### config.mk
export PLATFORM = sky130hd
export DESIGN_NAME = ram_stream_reader
export DESIGN_NICKNAME = d
export VERILOG_FILES = /design/src/rtl/ram_stream_reader.sv
export SDC_FILE = /design/constraint.sdc
export NUM_CORES = 1
export LEC_CHECK = 0
export CAP_MARGIN = 20
export CELL_PAD_IN_SITES_DETAIL_PLACEMENT = 0
export CELL_PAD_IN_SITES_GLOBAL_PLACEMENT = 2
export CORE_MARGIN = 4
export CORE_UTILIZATION = 26
export DETAILED_ROUTE_END_ITERATION = 12
export PLACE_DENSITY = 0.71
export SYNTH_ARGS = -nofsm -noshare
export SYNTH_HDL_FRONTEND = slang
export SYNTH_SLANG_ARGS = --single-unit
### constraint.sdc
create_clock -name clk -period 4.3 [get_ports clk]
set_input_delay 0.43 -clock clk [delete_from_list [all_inputs] [get_ports clk]]
set_output_delay 0.43 -clock clk [all_outputs]
set_load 0.05 [all_outputs]
### src/rtl/ram_stream_reader.sv
// Streams `length` consecutive words out of a 2-cycle-latency synchronous RAM.
// Reads are credit-limited so the 4-entry output FIFO can never overflow.
module ram_stream_reader #(
   parameter int DATA_WIDTH = 8,
   parameter int ADDR_WIDTH = 12
) (
   input  logic                  clk,
   input  logic                  reset_n,
   input  logic                  start,
   input  logic [ADDR_WIDTH-1:0] base_addr,
   input  logic [ADDR_WIDTH:0]   length,
   output logic                  busy,
   output logic                  done,
   output logic [ADDR_WIDTH-1:0] ram_read_addr,
   input  logic [DATA_WIDTH-1:0] ram_data,
   output logic [DATA_WIDTH-1:0] m_data,
   output logic                  m_valid,
   input  logic                  m_ready,
   output logic                  m_last
);

   localparam int DEPTH  = 4;
   localparam int STAGES = 2;
   localparam int CW     = ADDR_WIDTH + 1;
   localparam int PW     = $clog2(DEPTH);
   localparam int NW     = PW + 1;

   typedef enum logic [1:0] {IDLE, ISSUE, DRAIN} state_t;

   typedef struct packed {
      logic                  last;
      logic [DATA_WIDTH-1:0] data;
   } entry_t;

   state_t                state_q, state_d;
   logic [ADDR_WIDTH-1:0] addr_q, addr_d;
   logic [CW-1:0]         len_q, len_d;
   logic [CW-1:0]         issued_q, issued_d;
   logic [STAGES:0]       vld_pipe_q, vld_pipe_d;
   logic [STAGES:0]       last_pipe_q, last_pipe_d;
   entry_t                fifo_q [DEPTH];
   entry_t                fifo_d [DEPTH];
   logic [PW-1:0]         wr_ptr_q, wr_ptr_d;
   logic [PW-1:0]         rd_ptr_q, rd_ptr_d;
   logic [NW-1:0]         count_q, count_d;
   logic                  done_q, done_d;

   logic                  push, pop, credit_ok;
   logic [NW-1:0]         inflight, net_count;

   always_comb begin
      state_d     = state_q;
      addr_d      = addr_q;
      len_d       = len_q;
      issued_d    = issued_q;
      wr_ptr_d    = wr_ptr_q;
      rd_ptr_d    = rd_ptr_q;
      fifo_d      = fifo_q;
      done_d      = 1'b0;
      vld_pipe_d  = {vld_pipe_q[STAGES-1:0], 1'b0};
      last_pipe_d = {last_pipe_q[STAGES-1:0], 1'b0};

      push = vld_pipe_q[STAGES];
      pop  = (count_q != '0) && m_ready;
      inflight = '0;
      for (int s = 0; s <= STAGES; s++) inflight = inflight + NW'(vld_pipe_q[s]);
      // Occupancy net of this cycle's pop keeps full throughput with m_ready=1.
      net_count = count_q - NW'(pop);
      credit_ok = (net_count + inflight) < NW'(DEPTH);

      unique case (state_q)
         IDLE: begin
            if (start) begin
               if (length == '0) begin
                  done_d = 1'b1;
               end else begin
                  addr_d         = base_addr;
                  len_d          = length;
                  issued_d       = CW'(1);
                  vld_pipe_d[0]  = 1'b1;
                  last_pipe_d[0] = (length == CW'(1));
                  state_d        = ISSUE;
               end
            end
         end
         ISSUE: begin
            if (issued_q == len_q) begin
               state_d = DRAIN;
            end else if (credit_ok) begin
               addr_d         = addr_q + 1'b1;
               issued_d       = issued_q + 1'b1;
               vld_pipe_d[0]  = 1'b1;
               last_pipe_d[0] = ((issued_q + 1'b1) == len_q);
            end
         end
         DRAIN: begin
            if ((vld_pipe_q == '0) && (net_count == '0)) begin
               state_d = IDLE;
               done_d  = 1'b1;
            end
         end
         default: state_d = IDLE;
      endcase

      if (push) begin
         fifo_d[wr_ptr_q] = '{last: last_pipe_q[STAGES], data: ram_data};
         wr_ptr_d         = wr_ptr_q + 1'b1;
      end
      if (pop) rd_ptr_d = rd_ptr_q + 1'b1;
      count_d = count_q + NW'(push) - NW'(pop);
   end

   always_ff @(posedge clk) begin
      if (!reset_n) begin
         state_q     <= IDLE;
         addr_q      <= '0;
         len_q       <= '0;
         issued_q    <= '0;
         vld_pipe_q  <= '0;
         last_pipe_q <= '0;
         wr_ptr_q    <= '0;
         rd_ptr_q    <= '0;
         count_q     <= '0;
         done_q      <= 1'b0;
         for (int i = 0; i < DEPTH; i++) fifo_q[i] <= '0;
      end else begin
         state_q     <= state_d;
         addr_q      <= addr_d;
         len_q       <= len_d;
         issued_q    <= issued_d;
         vld_pipe_q  <= vld_pipe_d;
         last_pipe_q <= last_pipe_d;
         wr_ptr_q    <= wr_ptr_d;
         rd_ptr_q    <= rd_ptr_d;
         count_q     <= count_d;
         done_q      <= done_d;
         fifo_q      <= fifo_d;
      end
   end

   assign busy          = (state_q != IDLE);
   assign done          = done_q;
   assign ram_read_addr = addr_q;
   assign m_valid       = (count_q != '0);
   assign m_data        = fifo_q[rd_ptr_q].data;
   assign m_last        = fifo_q[rd_ptr_q].last;

endmodule

* Yosys cells after proc, flatten, opt, wreduce, memory -nomap -nowiden *
Cells that the tools add are included.

storage, ports and cells
  register bits = 90
  output and inout bits = 24
  input bits = 37

operators by class
  order comparisons = 4
  equal/unequal tests = 11
  add/sub/neg operators = 10
  reduce and logical (&&, ||, !) cells = 13
  bitwise operators = 3
  mux-type cells = 35

operators by type and width
  operator                                               number
  two-way mux 13 bit                                     4
  two-way mux 12 bit                                     4
  bitwise mux 36 bit                                     1
  two-way mux 9 bit                                      3
  equality test 13 bit                                   2
  one-hot mux 13 bit (2 select lines)                    1
  one-hot mux 12 bit (2 select lines)                    1
  binary-select mux 9 bit (select 2 bit)                 1
  demux 9 bit (select 2 bit)                             1
  adder 13 x 1 -> 13 bit (second input constant)         1
  equality test 13 x 1 -> 1 bit (second input constant)  1
  zero test 13 bit                                       1
  adder 12 x 1 -> 12 bit (second input constant)         1
  != test 2 bit (second input constant)                  6
  two-way mux 1 bit                                      11
  two-way mux 2 bit                                      4
  >= comparator 3 bit (second input constant)            2
  zero test 3 bit                                        2
  NOT 2 -> 3 bit                                         2
  one-hot mux 1 bit (2 select lines)                     3
  one-hot mux 2 bit (3 select lines)                     1
  subtractor 3 x 1 -> 3 bit                              2
  AND reduction 5 bit                                    1
  adder 2 x 1 -> 2 bit (second input constant)           2
  15 further kinds                                       18

* Longest topological paths before layout *
  depth in word-level cells = 8
  mapped depth = 10

* Least setup slack after synthesis *
No wires, ideal clock.

  path type = register to register
  start point = reg count_q[0]
  end point = reg addr_q[3] (netlist: ram_read_addr[3])
  required time = 4.180 ns
  buffers on the path = 1
  cell stages (with the launch flop) = 11
  path slack = 1.627 ns
  setup time = 0.120 ns
  arrival = 2.554 ns
  period minus slack after synthesis = 2.673 ns
  cells stage by stage = dfxtp_1 -> o31ai_1 -> mux2i_1 -> fa_1 -> ha_1 -> a31oi_1 -> xnor2_1 -> o211ai_4 -> buf_6 -> and3_1 -> o31a_1

between the ends
  word-level cells in the longest chain between the ends = 7

ends and longest elaborated chain
  item                                      RTL line  source
  from (decl)                               45        logic [NW-1:0] count_q, count_d;
  from (signal assigned)                    135       count_q <= count_d;
  nonzero test 3 bit                        64        pop = (count_q != '0) && m_ready;
  logical AND 1 bit                         64
  subtractor 3 x 1 -> 3 bit (*)             68        net_count = count_q - NW'(pop);
  adder 3 bit (*)                           69        credit_ok = (net_count + inflight) < NW'(DEPTH);
  < comparator 3 bit (*)                    69
  != test 2 bit (no source line) (*)        -
  AND reduction 5 bit (no source line) (*)  -
  to (signal assigned)                      128       addr_q <= addr_d;
  to (decl)                                 36        logic [ADDR_WIDTH-1:0] addr_q, addr_d;

Every way passes the cells marked *; elsewhere a longest branch is shown, timed or not.
A chain may end at the register's enable or synchronous reset.

* Worst setup path in the final report *
  start point = in m_ready
  end point = reg addr_q[10] (netlist: ram_read_addr[10])

between the ends
  word-level cells in the longest chain between the ends = 6

ends and longest elaborated chain
  item                                  RTL line  source
  from (decl)                           18        input logic m_ready,
  logical AND 1 bit                     64
  subtractor 3 x 1 -> 3 bit             68
  adder 3 bit                           69
  < comparator 3 bit                    69
  != test 2 bit (no source line)        -
  AND reduction 5 bit (no source line)  -

No other way between the ends.

==> results.cfg <==
[timing]
period_share_pct = 75.2
whs_ns = 0.444
setup_viol = 0
timing.fmax_ghz = 0.309
fin_crit_ns = 3.23
slew_headroom_pct = 33.5
rsz0062_at_grt = no
finalHoldViolations = 0
worst_pin_slew_ns = 0.992
clock_skew_ns = 0.00583
drv_slew = 0
fin_setup_tns_ns = 0

[clocking]
postCtsSetupBuffers = 0
root_buffer = clkbuf_16
cts_buffer_depth = 2
hold_buffers = 0
clock-sinks = 90
cts_tree = done
h-tree-depth = 3
cts_resized = 0
clk_latency_ns = 0.35
cts-buffers-inserted = 9
cts.clk_slew.worst_paths_ns = 0.07

[synthesis]
synth_ff_type = dfxtp_1
syn_avg_cell_area_um2 = 8.44
yosysTopAreaCell = dfxtp_1
synth_nets = 611
yosys_warnings = 0
synthDistinctLibCells = 58
synth.cell_area_um2 = 4740
synth_top_area_share_pct = 38.0
synth-seq-area-share_pct = 38.0
netlist_instances = 561
async_reset_ff_share_pct = 0
synth_edf_count = 0
ys_top_cells_by_area = dfxtp_1 (38%), a21oi_1 (6.4%), nand2_1 (6.1%), nand3_1 (5.6%), mux4_2 (4.3%)
ys_ff_latch = 90

[floorplanning]
fp.dieArea_um2 = 20400
die_y_um = 143
rows = 49
die_w_um = 143
core_area_um2 = 18000
start_util_pct = 26.4
io_pins = 61

[worst_setup_path]
endpoint = ram_read_addr[10]
reg2reg_from = count_q[0]
end_kind = register
cp-start-kind = primary input
critical_path.max_fanout = 32
path_class = in -> reg
rrSetupSlack_ns = 1.07
cp-startpoint = m_ready
r2r-end = ram_read_addr[10]
cp_data_arrival_time_ns = 3.49
r2r_cells = 9
worstPathRequired_ns = 4.55

[power_and_ir_drop]
power-per-cell-area_nw_per_um2 = 440
peakVddDrop_uv = 191
power.switching_uw = 864
internal_power_uw = 1680
p_seq_share_pct = 39.0
leakagePower_uw = 0.00200
p_comb_share_pct = 27.4
swShare_pct = 33.9
power.share.clock_pct = 33.6

[routing]
wl_um = 13400
num_vias = 4169
drc = 0
ant_nets = 0
wl_per_cell_um = 16.2
first_pass_iters = 5
drt_iter0_drc = 217
avgViaCountPerCell = 5.02

[placed_design]
place.gp.congestion = 0.789
port_buffers = 60
dp_hpwl_um = 8950

[grt]
grt_overflow_total = 0
grt_max_degree = 69
antenna_found_initial = 0
track_usage_pct = 13.4
grt_pass1_vias = 4150
grt_pass1_wl_um = 21700

[cells_and_area]
diodes = 0
fillers = 1909
area_delta_synth_final_pct = 22.1
fin_nets = 647
post_route_cells_drive_above_1_share_pct = 8.64

[hold_path]
min_from = last_pipe_q[1]
hold_path_class = reg -> reg

[flow_run]
maxCapViolCount = 0

[outcome]
outcome = completed
sequential cells by signal, summed over array words and instances, names as in the netlist, 3 cells and up:
register and cells:
issued_q 13, fifo_q 36, count_q 3, len_q 13, ram_read_addr 12, vld_pipe_q 3
last_pipe_q 3
cell families (layout without fill, tap and decap cells):
kind of cell / Yosys count / in the layout / synth area share [%]
adders and majority gates: 13 / 13 / 3.75
AOI/OAI and AO/OA: 122 / 122 / 17.4
and+or+nand+nor: 231 / 231 / 23.0
DFF: 90 / 90 / 38.0
xor gates and xnor gates: 24 / 24 / 4.60
muxes: 25 / 25 / 7.66
buffers and inverters: 56 / 97 / 5.57
power groups by stage:
stage / Sequential, uW / Combinational, uW / Clock [uW]
floorplan: 1030 / 480 / 0
global placement: 1010 / 692 / 0
detailed placement: 1010 / 698 / 0
CTS: 996 / 704 / 888
global route: 1010 / 767 / 927
finish: 994 / 697 / 856
cells in the final DEF (no fill, tap or decap), types with 6 or more instances in the layout:
cell type         n
a21oi_1          61
nor2_1           43
nor3_1           14
o221a_2          11
mux4_2            9
ha_1             11
clkbuf_16         9
clkdlybuf4s50_1  60
o21ai_0          11
nand3_1          53
dfxtp_1          90
xnor2_1          15
o32ai_1           6
nor3b_1           6
and3_1            9
xor2_1            8
buf_4             7
inv_1            13
mux2i_1          16
nand2_1          77
layout make-up:
cell class	count	area, um2	share of cell area [%]
timing repair buffer	67	653	11.3
inverter	14	52.6	0.908
clock inverter	6	91.3	1.58
multi-input combinational	415	2670	46.2
sequential	90	1800	31.1
clock buffer	10	229	3.96
tap	229	287	4.95
per-layer routing:
layer  track usage, %  part of all wire [%]  up-vias  wire length [um]
met3             3.85                   6.0        8               805
met2             22.3                    48      112              6520
met1             17.1                    45     1970              6010
li1                 -                     -     2079                 -
met5                0                     0        -                 0
met4             3.25                  0.84        0               113
cells in the mapped netlist (all sizes together) (9+ instances only):
cell and instances:
nor3 14, mux2i 16, clkbuf 26, buf 16, nand2 77, and3 9
xnor2 15, ha 11, a21oi 61, o21ai 11, o221a 12, dfxtp 90
nor2 43, xor2 9, inv 13, mux4 9, nand3 53
how the worst min path moves through the flow:
stage | endpoint | cells after the start
floorplan | last_pipe_q[1] | 1
global placement | last_pipe_q[2] | 1
detailed placement | last_pipe_q[1] | 1
CTS | last_pipe_q[1] | 1
global route | last_pipe_q[1] | 1
finish | last_pipe_q[2] | 1
metrics by stage:
step	worst slack, ns	total power [uW]	utilization [%]	instance area (um2)	std cells
after detailed placement	0.711	1710	30.4	5470	815
after global routing	0.796	2700	32.2	5790	831
after global placement	0.798	1710	30.4	5470	815
after floorplan	1.63	1510	-	4740	561
final	1.07	2550	32.2	5790	831
after CTS	1.04	2590	32.2	5790	831
worst max-delay path, cell delays in order:
cell	delay, ns
clkdlybuf4s50_1	0.52
o31ai_1	0.14
or2_2	0.31
ha_1	0.30
ha_1	0.30
a31oi_1	0.21
xnor2_1	0.20
o211ai_4	0.38
and2_4	0.41
o32ai_1	0.28
Note: power is estimated with default switching activity, not from simulation.
